[src/rtl/wishbone_arbiter_2m_if.sv]
// One Wishbone link between a bus master and a bus slave.
// The arbiter sees each requesting master through the slave modport and the interconnect through the master modport.
interface wishbone_arbiter_2m_if;
  logic        cyc;
  logic        stb;
  logic        we;
  logic [3:0]  sel;
  logic [31:0] adr;
  logic [31:0] wdat;
  logic [31:0] rdat;
  logic        ack;
  logic        intr;

  modport master (output cyc, stb, we, sel, adr, wdat, input rdat, ack, intr);
  modport slave  (input cyc, stb, we, sel, adr, wdat, output rdat, ack, intr);
endinterface

[src/rtl/wishbone_arbiter_2m.sv]
// Two-master, one-slave Wishbone arbiter with per-cycle round-robin ownership
// and a watchdog that forces an ack on strobes the slave never answers.
module wishbone_arbiter_2m #(
  parameter logic [15:0] TIMEOUT = 16'd255
) (
  input  logic                 clk,
  input  logic                 rst,
  wishbone_arbiter_2m_if.slave  m0,
  wishbone_arbiter_2m_if.slave  m1,
  wishbone_arbiter_2m_if.master s,
  output logic [1:0]           grant_o,
  output logic                 timeout_o
);

  // Encoding doubles as the one-hot grant vector.
  typedef enum logic [1:0] {IDLE = 2'b00, GNT0 = 2'b01, GNT1 = 2'b10} state_t;

  state_t      r_state, w_state_nxt;
  logic        r_last, w_last_nxt;
  logic [15:0] r_wd_cnt;
  logic        w_gnt0, w_gnt1, w_own_stb, w_fire;

  assign w_gnt0    = (r_state == GNT0);
  assign w_gnt1    = (r_state == GNT1);
  assign w_own_stb = (w_gnt0 & m0.stb) | (w_gnt1 & m1.stb);
  // A real ack in the expiry cycle wins over the watchdog.
  assign w_fire    = (TIMEOUT != 16'd0) && w_own_stb && !s.ack && (r_wd_cnt == TIMEOUT);

  always_ff @(posedge clk) begin
    if (rst) begin
      r_state  <= IDLE;
      r_last   <= 1'b1;
      r_wd_cnt <= 16'd0;
    end else begin
      r_state <= w_state_nxt;
      r_last  <= w_last_nxt;
      if (r_state == IDLE || s.ack || !w_own_stb || w_fire)
        r_wd_cnt <= 16'd0;
      else
        r_wd_cnt <= r_wd_cnt + 16'd1;
    end
  end

  always_comb begin
    w_state_nxt = r_state;
    w_last_nxt  = r_last;
    case (r_state)
      IDLE: begin
        if (m0.cyc && m1.cyc) w_state_nxt = r_last ? GNT0 : GNT1;
        else if (m0.cyc)      w_state_nxt = GNT0;
        else if (m1.cyc)      w_state_nxt = GNT1;
      end
      GNT0: begin
        if (!m0.cyc) begin
          w_last_nxt  = 1'b0;
          w_state_nxt = m1.cyc ? GNT1 : IDLE;
        end
      end
      GNT1: begin
        if (!m1.cyc) begin
          w_last_nxt  = 1'b1;
          w_state_nxt = m0.cyc ? GNT0 : IDLE;
        end
      end
      default: w_state_nxt = IDLE;
    endcase
  end

  always_comb begin
    s.cyc  = 1'b0;
    s.stb  = 1'b0;
    s.we   = 1'b0;
    s.sel  = 4'h0;
    s.adr  = 32'h0;
    s.wdat = 32'h0;
    if (w_gnt0) begin
      s.cyc  = m0.cyc;
      s.stb  = m0.stb & ~w_fire;
      s.we   = m0.we;
      s.sel  = m0.sel;
      s.adr  = m0.adr;
      s.wdat = m0.wdat;
    end else if (w_gnt1) begin
      s.cyc  = m1.cyc;
      s.stb  = m1.stb & ~w_fire;
      s.we   = m1.we;
      s.sel  = m1.sel;
      s.adr  = m1.adr;
      s.wdat = m1.wdat;
    end
  end

  assign m0.ack  = w_gnt0 & (s.ack | w_fire);
  assign m1.ack  = w_gnt1 & (s.ack | w_fire);
  assign m0.rdat = (w_gnt0 && !w_fire) ? s.rdat : 32'h0;
  assign m1.rdat = (w_gnt1 && !w_fire) ? s.rdat : 32'h0;
  assign m0.intr = s.intr;
  assign m1.intr = s.intr;

  assign grant_o   = r_state;
  assign timeout_o = w_fire;

endmodule

[src/flat_wrapper.sv]
// flat-port wrapper written by rule: the top's interface ports become plain ports
module wishbone_arbiter_2m_flat 
#(
  parameter logic [15:0] TIMEOUT = 16'd255
)
  (clk, rst, grant_o, timeout_o, m0_cyc, m0_stb, m0_we, m0_sel, m0_adr, m0_wdat, m0_rdat, m0_ack, m0_intr, m1_cyc, m1_stb, m1_we, m1_sel, m1_adr, m1_wdat, m1_rdat, m1_ack, m1_intr, s_cyc, s_stb, s_we, s_sel, s_adr, s_wdat, s_rdat, s_ack, s_intr);
  wishbone_arbiter_2m_if m0_i ();
  wishbone_arbiter_2m_if m1_i ();
  wishbone_arbiter_2m_if s_i ();
  input  logic clk;
  input  logic rst;
  output logic [1:0] grant_o;
  output logic timeout_o;
  input wire logic [$bits(m0_i.cyc)-1:0] m0_cyc;
  input wire logic [$bits(m0_i.stb)-1:0] m0_stb;
  input wire logic [$bits(m0_i.we)-1:0] m0_we;
  input wire logic [$bits(m0_i.sel)-1:0] m0_sel;
  input wire logic [$bits(m0_i.adr)-1:0] m0_adr;
  input wire logic [$bits(m0_i.wdat)-1:0] m0_wdat;
  output wire logic [$bits(m0_i.rdat)-1:0] m0_rdat;
  output wire logic [$bits(m0_i.ack)-1:0] m0_ack;
  output wire logic [$bits(m0_i.intr)-1:0] m0_intr;
  input wire logic [$bits(m1_i.cyc)-1:0] m1_cyc;
  input wire logic [$bits(m1_i.stb)-1:0] m1_stb;
  input wire logic [$bits(m1_i.we)-1:0] m1_we;
  input wire logic [$bits(m1_i.sel)-1:0] m1_sel;
  input wire logic [$bits(m1_i.adr)-1:0] m1_adr;
  input wire logic [$bits(m1_i.wdat)-1:0] m1_wdat;
  output wire logic [$bits(m1_i.rdat)-1:0] m1_rdat;
  output wire logic [$bits(m1_i.ack)-1:0] m1_ack;
  output wire logic [$bits(m1_i.intr)-1:0] m1_intr;
  output wire logic [$bits(s_i.cyc)-1:0] s_cyc;
  output wire logic [$bits(s_i.stb)-1:0] s_stb;
  output wire logic [$bits(s_i.we)-1:0] s_we;
  output wire logic [$bits(s_i.sel)-1:0] s_sel;
  output wire logic [$bits(s_i.adr)-1:0] s_adr;
  output wire logic [$bits(s_i.wdat)-1:0] s_wdat;
  input wire logic [$bits(s_i.rdat)-1:0] s_rdat;
  input wire logic [$bits(s_i.ack)-1:0] s_ack;
  input wire logic [$bits(s_i.intr)-1:0] s_intr;
  assign m0_i.cyc = m0_cyc;
  assign m0_i.stb = m0_stb;
  assign m0_i.we = m0_we;
  assign m0_i.sel = m0_sel;
  assign m0_i.adr = m0_adr;
  assign m0_i.wdat = m0_wdat;
  assign m0_rdat = m0_i.rdat;
  assign m0_ack = m0_i.ack;
  assign m0_intr = m0_i.intr;
  assign m1_i.cyc = m1_cyc;
  assign m1_i.stb = m1_stb;
  assign m1_i.we = m1_we;
  assign m1_i.sel = m1_sel;
  assign m1_i.adr = m1_adr;
  assign m1_i.wdat = m1_wdat;
  assign m1_rdat = m1_i.rdat;
  assign m1_ack = m1_i.ack;
  assign m1_intr = m1_i.intr;
  assign s_cyc = s_i.cyc;
  assign s_stb = s_i.stb;
  assign s_we = s_i.we;
  assign s_sel = s_i.sel;
  assign s_adr = s_i.adr;
  assign s_wdat = s_i.wdat;
  assign s_i.rdat = s_rdat;
  assign s_i.ack = s_ack;
  assign s_i.intr = s_intr;
  wishbone_arbiter_2m #(.TIMEOUT(TIMEOUT)) u_core (.clk(clk), .rst(rst), .m0(m0_i), .m1(m1_i), .s(s_i), .grant_o(grant_o), .timeout_o(timeout_o));
endmodule
[config.mk]
export PLATFORM = sky130hd
export DESIGN_NAME = wishbone_arbiter_2m_flat
export DESIGN_NICKNAME = d
export VERILOG_FILES = /design/src/rtl/wishbone_arbiter_2m_if.sv /design/src/rtl/wishbone_arbiter_2m.sv /design/src/flat_wrapper.sv
export SDC_FILE = /design/constraint.sdc
export NUM_CORES = 1
export LEC_CHECK = 0
export BUFFER_PORTS_ARGS = -buffer_cell sky130_fd_sc_hd__buf_4
export CAP_MARGIN = 10
export CORE_AREA = 10 10 116 118
export DETAILED_ROUTE_END_ITERATION = 12
export DIE_AREA = 0 0 126 128
export GPL_TIMING_DRIVEN = 0
export PLACE_DENSITY = 0.64
export REMOVE_ABC_BUFFERS = 1
export SYNTH_ARGS = -nofsm -noshare
export SYNTH_HDL_FRONTEND = slang
export SYNTH_SLANG_ARGS = --single-unit
[constraint.sdc]
create_clock -name clk -period 3.6 [get_ports clk]
set_clock_uncertainty 0.1 [all_clocks]
set_input_delay 0.9 -clock clk [delete_from_list [all_inputs] [get_ports clk]]
set_output_delay 0.9 -clock clk [all_outputs]
set_load 0.005 [all_outputs]
==> results.sh <==
export IMPL_status="complete, no violations"
export IMPL_synth_compound_area_share_pct=33.4
export IMPL_grt_overflow=0
export IMPL_cts_root_buf="clkbuf_16"
export IMPL_swShare_pct=29.1
export IMPL_pin_count=320
export IMPL_crit_chain="and2b_4 > a22oi_2 > or3_4 > buf_16 > and3_1 > buf_4"
export IMPL_grt_max_degree=83
export IMPL_setup_violations=0
export IMPL_cp_required_ns=2.60
export IMPL_via_count=3371
export IMPL_gp_congestion=0.932
export IMPL_coreArea_um2=11200
export IMPL_cts_hold_fix_buffers=0
export IMPL_tns_ns=0
export IMPL_ctsResizeCount=2
export IMPL_power_uw=934
export IMPL_pwr_share_clk_pct=24.0
export IMPL_p_int_uw=662
export IMPL_postCtsSetupBuffers=0
export IMPL_synthFlopType="dfxtp_1"
export IMPL_drive_above_1_share_pct=58.7
export IMPL_netlist_area_leader_share_pct=30.0
export IMPL_clkSinkCount=19
export IMPL_synthesis_area_um2=2040
export IMPL_cp_slowest_cell="dfxtp_1"
export IMPL_critPathMaxFanout=39
export IMPL_end_kind="primary output"
export IMPL_wirelength_um=18200
export IMPL_first_pass_iters=4
export IMPL_cap_violations=0
export IMPL_rows=39
export IMPL_pwr_share_comb_pct=52.5
export IMPL_ys_ff_latch=19
export IMPL_antenna_found_initial=8
export IMPL_initial_core_util_pct=18.2
export IMPL_drt_iter0_drc=229
export IMPL_grt_usage_pct=19.9
export IMPL_holdPathEnd="u_core.r_wd_cnt[0]"
export IMPL_final_hold_viol_count=0
export IMPL_fp_dieW_um=126
export IMPL_fin_crit_sh_pct=94.5
export IMPL_r2r_end="u_core.r_wd_cnt[15]"
export IMPL_worst_slew_pin_slew_ns=0.516
export IMPL_ys_types=32
export IMPL_path_clk_slew_ns=0.05
export IMPL_power_leakage_uw=0.00260
export IMPL_irDropWorstVdd_v=0.000250
export IMPL_ys_async_sr_fraction_pct=0
export IMPL_r2r_start="u_core.grant_o[0]"
export IMPL_slowest_delay_ns=0.57
export IMPL_worst_path_buf_inv=2
export IMPL_pwr_share_seq_pct=23.5
export IMPL_min_period_ns=3.40
export IMPL_grt_pass1_vias=3431
export IMPL_clk_latency_ns=0.25
export IMPL_syn_inst=266
export IMPL_power_density_nw_per_um2=202
export IMPL_layout_nets=735
export IMPL_synth_adder_area_share_pct=0.612
export IMPL_crit_type="reg2out"
export IMPL_slew_headroom_pct=65.6
export IMPL_cts_tree="done"
export IMPL_synth_most_common_cell="a22o_1"
export IMPL_synth_mux_area_share_pct=0
export IMPL_drc=0
export IMPL_ys_seq_area_share_pct=18.6
export IMPL_yosys_warnings=0
export IMPL_hp_class="reg2reg"
export IMPL_io_buffer_count=316
export IMPL_cts_buffers=3
export IMPL_grt_pass1_wl_um=24200
export IMPL_wl_per_cell_um=25.9
export IMPL_p_switching_uw=272
export IMPL_startpoint_type="flip-flop"
export IMPL_htreeDepth=1
export IMPL_viasPerCell=4.80
export IMPL_yosys_area_top_type="a22o_1"
export IMPL_avgSynthCellArea_um2=7.68
export IMPL_critPathTopFamily="simple AND/OR/NAND/NOR gates"
export IMPL_min_delay_start="u_core.r_wd_cnt[0]"
export IMPL_ys_top_cells_by_count="70 x a22o_1, 66 x and3_1, 24 x clkbuf_1"
export IMPL_yosys_area_share_simple_pct=33.6
export IMPL_synth_top_family_by_area="simple AND/OR/NAND/NOR gates"
export IMPL_cp_data_arrival_time_ns=2.40
export IMPL_syn_to_final_growth_pct=126
export IMPL_cts_buffer_depth=2
export IMPL_r2r_setup_slack_ns=1.33
export IMPL_die_h_um=128
export IMPL_min_delay_path_depth=1
export IMPL_synthTopCellsByArea="a22o_1 30%, and3_1 20%, dfxtp_1 19%"
export IMPL_drv_slew=0
export IMPL_synth_edf_count=0
export IMPL_rsz0062_at_grt="no"
export IMPL_hpwl_um=15700
export IMPL_r2r_cells=4
export IMPL_hold_ws_ns=0.383
export IMPL_drtAntennaViolNets=0
export IMPL_fmax_ghz=0.294
export IMPL_synth_xor_area_share_pct=5.57
export IMPL_dieArea_um2=16100
==> cell usage in the layout, fill, tap and decap left out, types with 3 or more instances in the layout <==
cell / n
nor2_1: 20
buf_4: 316
nand4_1: 6
buf_16: 3
a22o_1: 70
dfxtp_1: 19
clkbuf_16: 3
and4_1: 4
and3_1: 66
xor2_1: 11
diode_2: 4
nand3_1: 6
==> cells by family (layout without fill, tap and decap cells) <==
kind of cell | count (synthesis) | after routing
flops | 19 | 19
buf+inv | 37 | 325
other cells | 0 | 4
fa+ha+maj | 1 | 1
simple gates | 116 | 117
xor+xnor | 13 | 13
compound gates | 80 | 80
==> metal layers <==
| metal | part of all wire (%) | vias to the layer above | global-route usage (%) | wire, um |
|---|---|---|---|---|
| li1 | - | 1605 | - | - |
| met1 | 36 | 1517 | 22.9 | 6620 |
| met2 | 43 | 222 | 29.3 | 7790 |
| met3 | 20 | 19 | 16.3 | 3630 |
| met4 | 0.67 | 8 | 1.61 | 122 |
| met5 | 0.19 | - | 0 | 35 |
==> power by group through the flow <==
stage	Clock [uW]	Sequential, uW	Combinational (uW)
floorplan	0	221	131
global placement	0	221	476
detailed placement	0	222	486
CTS	231	219	490
global route	239	220	524
finish	224	219	490
==> per-stage QoR <==
stage                     util (%)  instance area (um^2)  std cells  worst slack [ns]
after floorplan                  -                  1880        231            -0.703
after global placement        39.5                  4440        690             -1.93
after detailed placement      40.3                  4520        693             0.159
after CTS                     41.1                  4610        698             0.176
after global routing          41.1                  4610        698            0.0647
final                         41.2                  4620        702             0.197
==> flip-flops by register name, summed over array words and instances (netlist names) <==
| signal | count |
|---|---|
| u_core.r_last | 1 |
| u_core.grant_o | 2 |
| u_core.r_wd_cnt | 16 |
==> area by class of cell <==
type                            instances  area, um^2
Tap cell                              143         179
Sequential cell                        19         380
Multi-Input combinational cell        211        1510
Inverter                                2        7.51
Timing Repair Buffer                  319        2450
Clock buffer                            4        78.8
Antenna cell                            4        10.0
Fill cell                            1154        6600
==> how the worst max path moves through the flow <==
| stage | slack [ns] | end | cells past startpoint | start |
|---|---|---|---|---|
| 3_3_place_gp | -1.93 | m1_rdat[1] | 5 | u_core.grant_o[1] |
| 3_5_place_dp | 0.16 | m0_ack | 6 | m0_stb |
| 5_1_grt | 0.06 | m1_rdat[26] | 6 | u_core.grant_o[0] |
| 4_1_cts | 0.18 | m0_rdat[30] | 6 | u_core.grant_o[0] |
| 2_1_floorplan | -0.70 | m0_ack | 5 | u_core.grant_o[1] |
| 6_report | 0.20 | m0_rdat[30] | 6 | u_core.grant_o[0] |
Note: power is estimated with default switching activity, not from simulation.
